==> src/rtl/icache_fetch_unit_pkg.sv <==
// icache_fetch_unit_pkg: shared widths, defaults and FSM state encoding for the instruction cache
package icache_fetch_unit_pkg;
  localparam int WORD_WIDTH = 32;
  localparam int ADDR_WIDTH = 32;
  localparam int DEFAULT_INDEX_BITS = 6;
  typedef enum logic {ICACHE_IDLE = 1'b0, ICACHE_WAIT = 1'b1} icache_state_t;
endpackage

==> src/rtl/icache_line_array.sv <==
// icache_line_array: direct-mapped tag/data/valid storage with async read, sync write and sync valid clear
module icache_line_array
  import icache_fetch_unit_pkg::*;
#(
  parameter int INDEX_BITS = DEFAULT_INDEX_BITS,
  parameter int TAG_BITS = 24
) (
  input  logic                  clk_in,
  input  logic                  rst_in,
  input  logic [INDEX_BITS-1:0] rd_index,
  output logic                  rd_valid,
  output logic [TAG_BITS-1:0]   rd_tag,
  output logic [WORD_WIDTH-1:0] rd_data,
  input  logic                  wr_en,
  input  logic [INDEX_BITS-1:0] wr_index,
  input  logic [TAG_BITS-1:0]   wr_tag,
  input  logic [WORD_WIDTH-1:0] wr_data
);
  localparam int LINES = 1 << INDEX_BITS;
  logic [LINES-1:0]      valid;
  logic [TAG_BITS-1:0]   tags [LINES];
  logic [WORD_WIDTH-1:0] data [LINES];
  assign rd_valid = valid[rd_index];
  assign rd_tag = tags[rd_index];
  assign rd_data = data[rd_index];
  always_ff @(posedge clk_in) begin
    if (!rst_in) valid <= '0;
    else if (wr_en) valid[wr_index] <= 1'b1;
  end
  always_ff @(posedge clk_in) begin
    if (wr_en) begin
      tags[wr_index] <= wr_tag;
      data[wr_index] <= wr_data;
    end
  end
endmodule

==> src/rtl/icache_fetch_unit.sv <==
// icache_fetch_unit: direct-mapped instruction cache with single-word miss handshake to the memory controller
module icache_fetch_unit
  import icache_fetch_unit_pkg::*;
#(
  parameter int INDEX_BITS = DEFAULT_INDEX_BITS,
  parameter int ADDR_W = ADDR_WIDTH
) (
  input  logic                  clk_in,
  input  logic                  rst_in,
  input  logic                  rdy_in,
  input  logic                  IF2iCache_valid,
  input  logic [ADDR_W-1:0]     IF2iCache_addr,
  output logic                  iCache2IF_valid,
  output logic [WORD_WIDTH-1:0] iCache2IF_inst,
  output logic                  iCache2IF_ready,
  input  logic                  flush_in,
  output logic                  iCache2memCon_valid,
  output logic [ADDR_W-1:0]     iCache2memCon_address,
  input  logic                  memCon2iCache_done,
  input  logic [WORD_WIDTH-1:0] memCon2iCache_return
);
  localparam int TAG_BITS = ADDR_W - INDEX_BITS - 2;
  icache_state_t state_q, state_d;
  logic drop_q, drop_d;
  logic if_valid_d, mem_valid_d, fill, hit;
  logic [WORD_WIDTH-1:0] if_inst_d;
  logic [ADDR_W-1:0] mem_addr_d;
  logic rd_valid;
  logic [TAG_BITS-1:0] rd_tag;
  logic [WORD_WIDTH-1:0] rd_data;
  logic [INDEX_BITS-1:0] rd_index, wr_index;
  logic [TAG_BITS-1:0] req_tag, wr_tag;
  assign rd_index = IF2iCache_addr[INDEX_BITS+1:2];
  assign req_tag = IF2iCache_addr[ADDR_W-1:INDEX_BITS+2];
  assign wr_index = iCache2memCon_address[INDEX_BITS+1:2];
  assign wr_tag = iCache2memCon_address[ADDR_W-1:INDEX_BITS+2];
  assign hit = rd_valid && rd_tag == req_tag;
  assign iCache2IF_ready = state_q == ICACHE_IDLE;
  icache_line_array #(.INDEX_BITS(INDEX_BITS), .TAG_BITS(TAG_BITS)) u_lines (
    .clk_in  (clk_in),
    .rst_in  (rst_in),
    .rd_index(rd_index),
    .rd_valid(rd_valid),
    .rd_tag  (rd_tag),
    .rd_data (rd_data),
    .wr_en   (fill && rdy_in && rst_in),
    .wr_index(wr_index),
    .wr_tag  (wr_tag),
    .wr_data (memCon2iCache_return)
  );
  always_comb begin
    state_d = state_q;
    drop_d = drop_q;
    if_valid_d = 1'b0;
    if_inst_d = iCache2IF_inst;
    mem_valid_d = iCache2memCon_valid;
    mem_addr_d = iCache2memCon_address;
    fill = 1'b0;
    if (state_q == ICACHE_IDLE) begin
      if (IF2iCache_valid && !flush_in) begin
        if (hit) begin
          if_valid_d = 1'b1;
          if_inst_d = rd_data;
        end else begin
          mem_valid_d = 1'b1;
          mem_addr_d = IF2iCache_addr & ~ADDR_W'(3);
          state_d = ICACHE_WAIT;
          drop_d = 1'b0;
        end
      end
    end else begin
      drop_d = drop_q || flush_in;
      if (memCon2iCache_done) begin
        fill = 1'b1;
        mem_valid_d = 1'b0;
        state_d = ICACHE_IDLE;
        drop_d = 1'b0;
        if_valid_d = !drop_q && !flush_in;
        if_inst_d = if_valid_d ? memCon2iCache_return : iCache2IF_inst;
      end
    end
  end
  always_ff @(posedge clk_in) begin
    if (!rst_in) begin
      state_q <= ICACHE_IDLE;
      drop_q <= 1'b0;
      iCache2IF_valid <= 1'b0;
      iCache2IF_inst <= '0;
      iCache2memCon_valid <= 1'b0;
      iCache2memCon_address <= '0;
    end else if (rdy_in) begin
      state_q <= state_d;
      drop_q <= drop_d;
      iCache2IF_valid <= if_valid_d;
      iCache2IF_inst <= if_inst_d;
      iCache2memCon_valid <= mem_valid_d;
      iCache2memCon_address <= mem_addr_d;
    end
  end
endmodule
==> config.mk <==
export PLATFORM = sky130hd
export DESIGN_NAME = icache_fetch_unit
export DESIGN_NICKNAME = d
export VERILOG_FILES = /design/src/rtl/icache_fetch_unit_pkg.sv /design/src/rtl/icache_line_array.sv /design/src/rtl/icache_fetch_unit.sv
export SDC_FILE = /design/constraint.sdc
export NUM_CORES = 2
export LEC_CHECK = 0
export CORE_ASPECT_RATIO = 1.4
export CORE_MARGIN = 8
export CORE_UTILIZATION = 35
export DETAILED_ROUTE_END_ITERATION = 12
export HOLD_SLACK_MARGIN = 0.05
export SLEW_MARGIN = 20
export SYNTH_ARGS = -nofsm -noshare
export SYNTH_HDL_FRONTEND = slang
export SYNTH_SLANG_ARGS = --single-unit
==> constraint.sdc <==
create_clock -name clk_in -period 12 [get_ports clk_in]
set_input_delay 2.4 -clock clk_in [delete_from_list [all_inputs] [get_ports clk_in]]
set_output_delay 2.4 -clock clk_in [all_outputs]
set_load 0.01 [all_outputs]
==> impl_metrics.toml <==
[status]
status = "completed"

[place]
dp_hpwl_um = 238000
gp_congestion = 0.825
io_buffers = 132

[finish]
finish.utilization_pct = 40.1
area_delta_synth_final_pct = 14.0
nets = 6951
nFillCells = 35789
seq_area_sq_um = 110000
drive_above_1_share_pct = 26.1
multi_input_area_sq_um = 32100

[cts]
postCtsHoldBufs = 0
cts.sinks = 3714
cts_resized = 0
numCtsBuffers = 360
tritoncts = "done"
post_cts_buffers = 0
cts.clk_slew.worst_paths_ns = 0.06
cts_root_buf = "clkbuf_16"
cts_buffer_depth = 4
insertion_delay_ns = 0.92
cts_max_level = 5

[grt]
grt_pass1_wl_um = 591000
grt_max_degree = 132
grt_overflow = 0
antenna_found_initial = 29
track_usage_pct = 19.4
grt_pass1_vias = 72553

[synthesis]
synth_edf_count = 3584
synth_common_cells = "3584 x edfxtp_1, 905 x mux4_2, 427 x mux2i_1"
synth_top_family_by_area = "multiplexers"
yosys.area_share.simple_pct = 1.80
ys.flop_type = "edfxtp_1"
synth-compound-area-share_pct = 2.14
ys_warn_count = 0
yosys.area_share.adder_pct = 0
synth-seq-cells = 3714
synthCells = 6502
synthDistinctLibCells = 87
ys_seq_area_share_pct = 76.6
synthArstFlopShare_pct = 0
netlist.area_leader.share_pct = 74.8
yosys.area.top_type = "edfxtp_1"
syn_area_sq_um = 144000
synth-xor-area-share_pct = 0.145
ys_top_cells_by_area = "edfxtp_1 75%, mux4_2 14%, mux2i_1 3.0%, dfxtp_1 1.8%, nand2_1 0.69%"
synth_most_common_cell = "edfxtp_1"
synth_area_per_cell_sq_um = 22.1
synthMuxAreaShare_pct = 17.8

[critical_path]
cp.required_ns = 12.79
path_cells = "buf_16 > buf_12 > buf_4 > mux4_2 > a221oi_1 > o2111ai_1 > o211ai_1 > a2111oi_1 > nand4_1 > or4_4 > nor4_4 > buf_4 > mux2i_1"
critical_path.max_fanout = 103
worstPathArrival_ns = 8.58
crit_top_cell = "buf_4"
setup.worst_path.end_class = "register"
crit_type = "in2reg"
crit_slowest_cell = "buf_4"
worstSetupStartpointType = "input port"
max_stage_delay_ns = 0.80

[detailed_routing]
vias_per_cell = 5.71
vias = 72127
drtPass1Iterations = 8
ant_nets = 0
wl_per_cell_um = 34.2
drtIter0Drc = 9463
drc_errors = 0
finalWirelength_um = 432000

[sta]
finClkSkew_ns = 0.0590
setup_viol = 0
fin_crit_sh_pct = 64.9
worst_slew_pin_slew_ns = 1.23
rsz0062_at_grt = "no"
hold_viol_final = 0
relSlewSlack_pct = 18.0
finalMaxSlewViolations = 0
fin_setup_tns_ns = 0
max_clock_freq_mhz = 128
min_period_ns = 7.79

[die]
die_x_um = 558
num_rows = 278
die_y_um = 775
fp.coreArea_sq_um = 409000
initial_core_util_pct = 35.1
ioPinCount = 137
die-area_sq_um = 432000

[power]
powerDensity_nw_per_um2 = 162
vdd_drop_max_v = 0.000123
power.net_switching_w = 0.00558
clockPowerShare_pct = 42.2
intPower_w = 0.0210
p_leak_nw = 53.6
p_seq_share_pct = 53.3
swShare_pct = 21.0
power_frac_comb_pct = 4.5

[min_path]
hold_class = "reg2reg"

[run]
max_cap_viol_count = 0
[power groups by stage]
stage          Clock, W  Sequential, W  Combinational, W
2_1_floorplan         0         0.0145          0.000705
3_3_place_gp          0         0.0145           0.00118
3_5_place_dp          0         0.0145           0.00120
4_1_cts          0.0114         0.0142           0.00120
5_1_grt          0.0118         0.0142           0.00125
6_report         0.0112         0.0142           0.00119
[cells in the final DEF (no fill, tap or decap), types with 51 or more instances in the layout]
master           Yosys  final
dfxtp_1            130    106
clkinv_1             3     61
clkbuf_16            0    368
a22oi_1            111    111
o21ai_0             52     51
mux2i_1            427    427
nand2_1            263    263
nand3_1             58     58
o21a_1              66     66
edfxtp_1          3584   3584
nor2_4               0     65
buf_4               48    233
clkdlybuf4s50_1      0     93
clkbuf_1           129     83
mux4_2             905    905
clkinv_2             0     65
[worst paths after layout]
kind                        end                  from  slack [ns]  depth (start not counted)
min reg2reg    u_lines.valid[4]      u_lines.valid[4]        0.47                          1
max          iCache2IF_inst[15]     IF2iCache_addr[2]        4.21                         13
min            u_lines.valid[4]      u_lines.valid[4]        0.47                          1
max reg2reg  iCache2IF_inst[15]  u_lines.tags[37][17]        6.96                         11
[worst max-delay path: cells and delay by family]
family	cells	cell delay, ns
AO/OA/AOI/OAI	4	1.38
AND/OR/NAND/NOR	3	1.07
buffers and inverters	4	2.65
multiplexers	2	0.65
[routing by layer]
metal,vias to the layer above,wire length [um],GRT usage (%)
met2,3755,217000,33.4
met3,807,35200,3.06
li1,28240,-,-
met1,39311,162000,24.9
met4,14,17900,6.90
met5,-,97,0
[registers in the layout, indices dropped and copies added (netlist names)]
| name | count |
|---|---|
| u_lines.data | 2048 |
| u_lines.tags | 1536 |
| u_lines.valid | 64 |
| iCache2IF_inst | 32 |
| iCache2memCon_address | 30 |
| drop_q | 1 |
| iCache2IF_valid | 1 |
| iCache2memCon_valid | 1 |
| state_q | 1 |
[logic make-up (layout without fill, tap and decap cells)]
kind of cell | count (synthesis) | in the layout
buf+inv | 373 | 1042
compound gates | 425 | 425
xor+xnor | 23 | 23
other cells | 1 | 10
mux | 1399 | 1399
simple gates | 567 | 567
flops | 3714 | 3714
[cell type report]
| type | instances | share of cell area (%) |
|---|---|---|
| inverter | 15 | 0.0412 |
| tap | 5460 | 4.16 |
| multi-input combinational | 2416 | 19.6 |
| sequential | 3714 | 67.2 |
| clock buffer | 469 | 5.96 |
| timing repair buffer | 374 | 1.97 |
| clock inverter | 184 | 1.06 |
| antenna | 8 | 0.0122 |
[stage by stage]
stage	cells	hold WS, ns	total power, W	worst slack (ns)	cell area [sq um]
2_1_floorplan	6503	0.432	0.0152	6.09	144000
3_3_place_gp	11974	0.439	0.0156	3.06	152000
3_5_place_dp	11978	0.448	0.0157	3.29	152000
4_1_cts	12631	0.461	0.0268	4.16	164000
5_1_grt	12635	0.477	0.0273	3.99	164000
6_report	12640	0.465	0.0266	4.21	164000
Power figures use the tool's default switching activity.
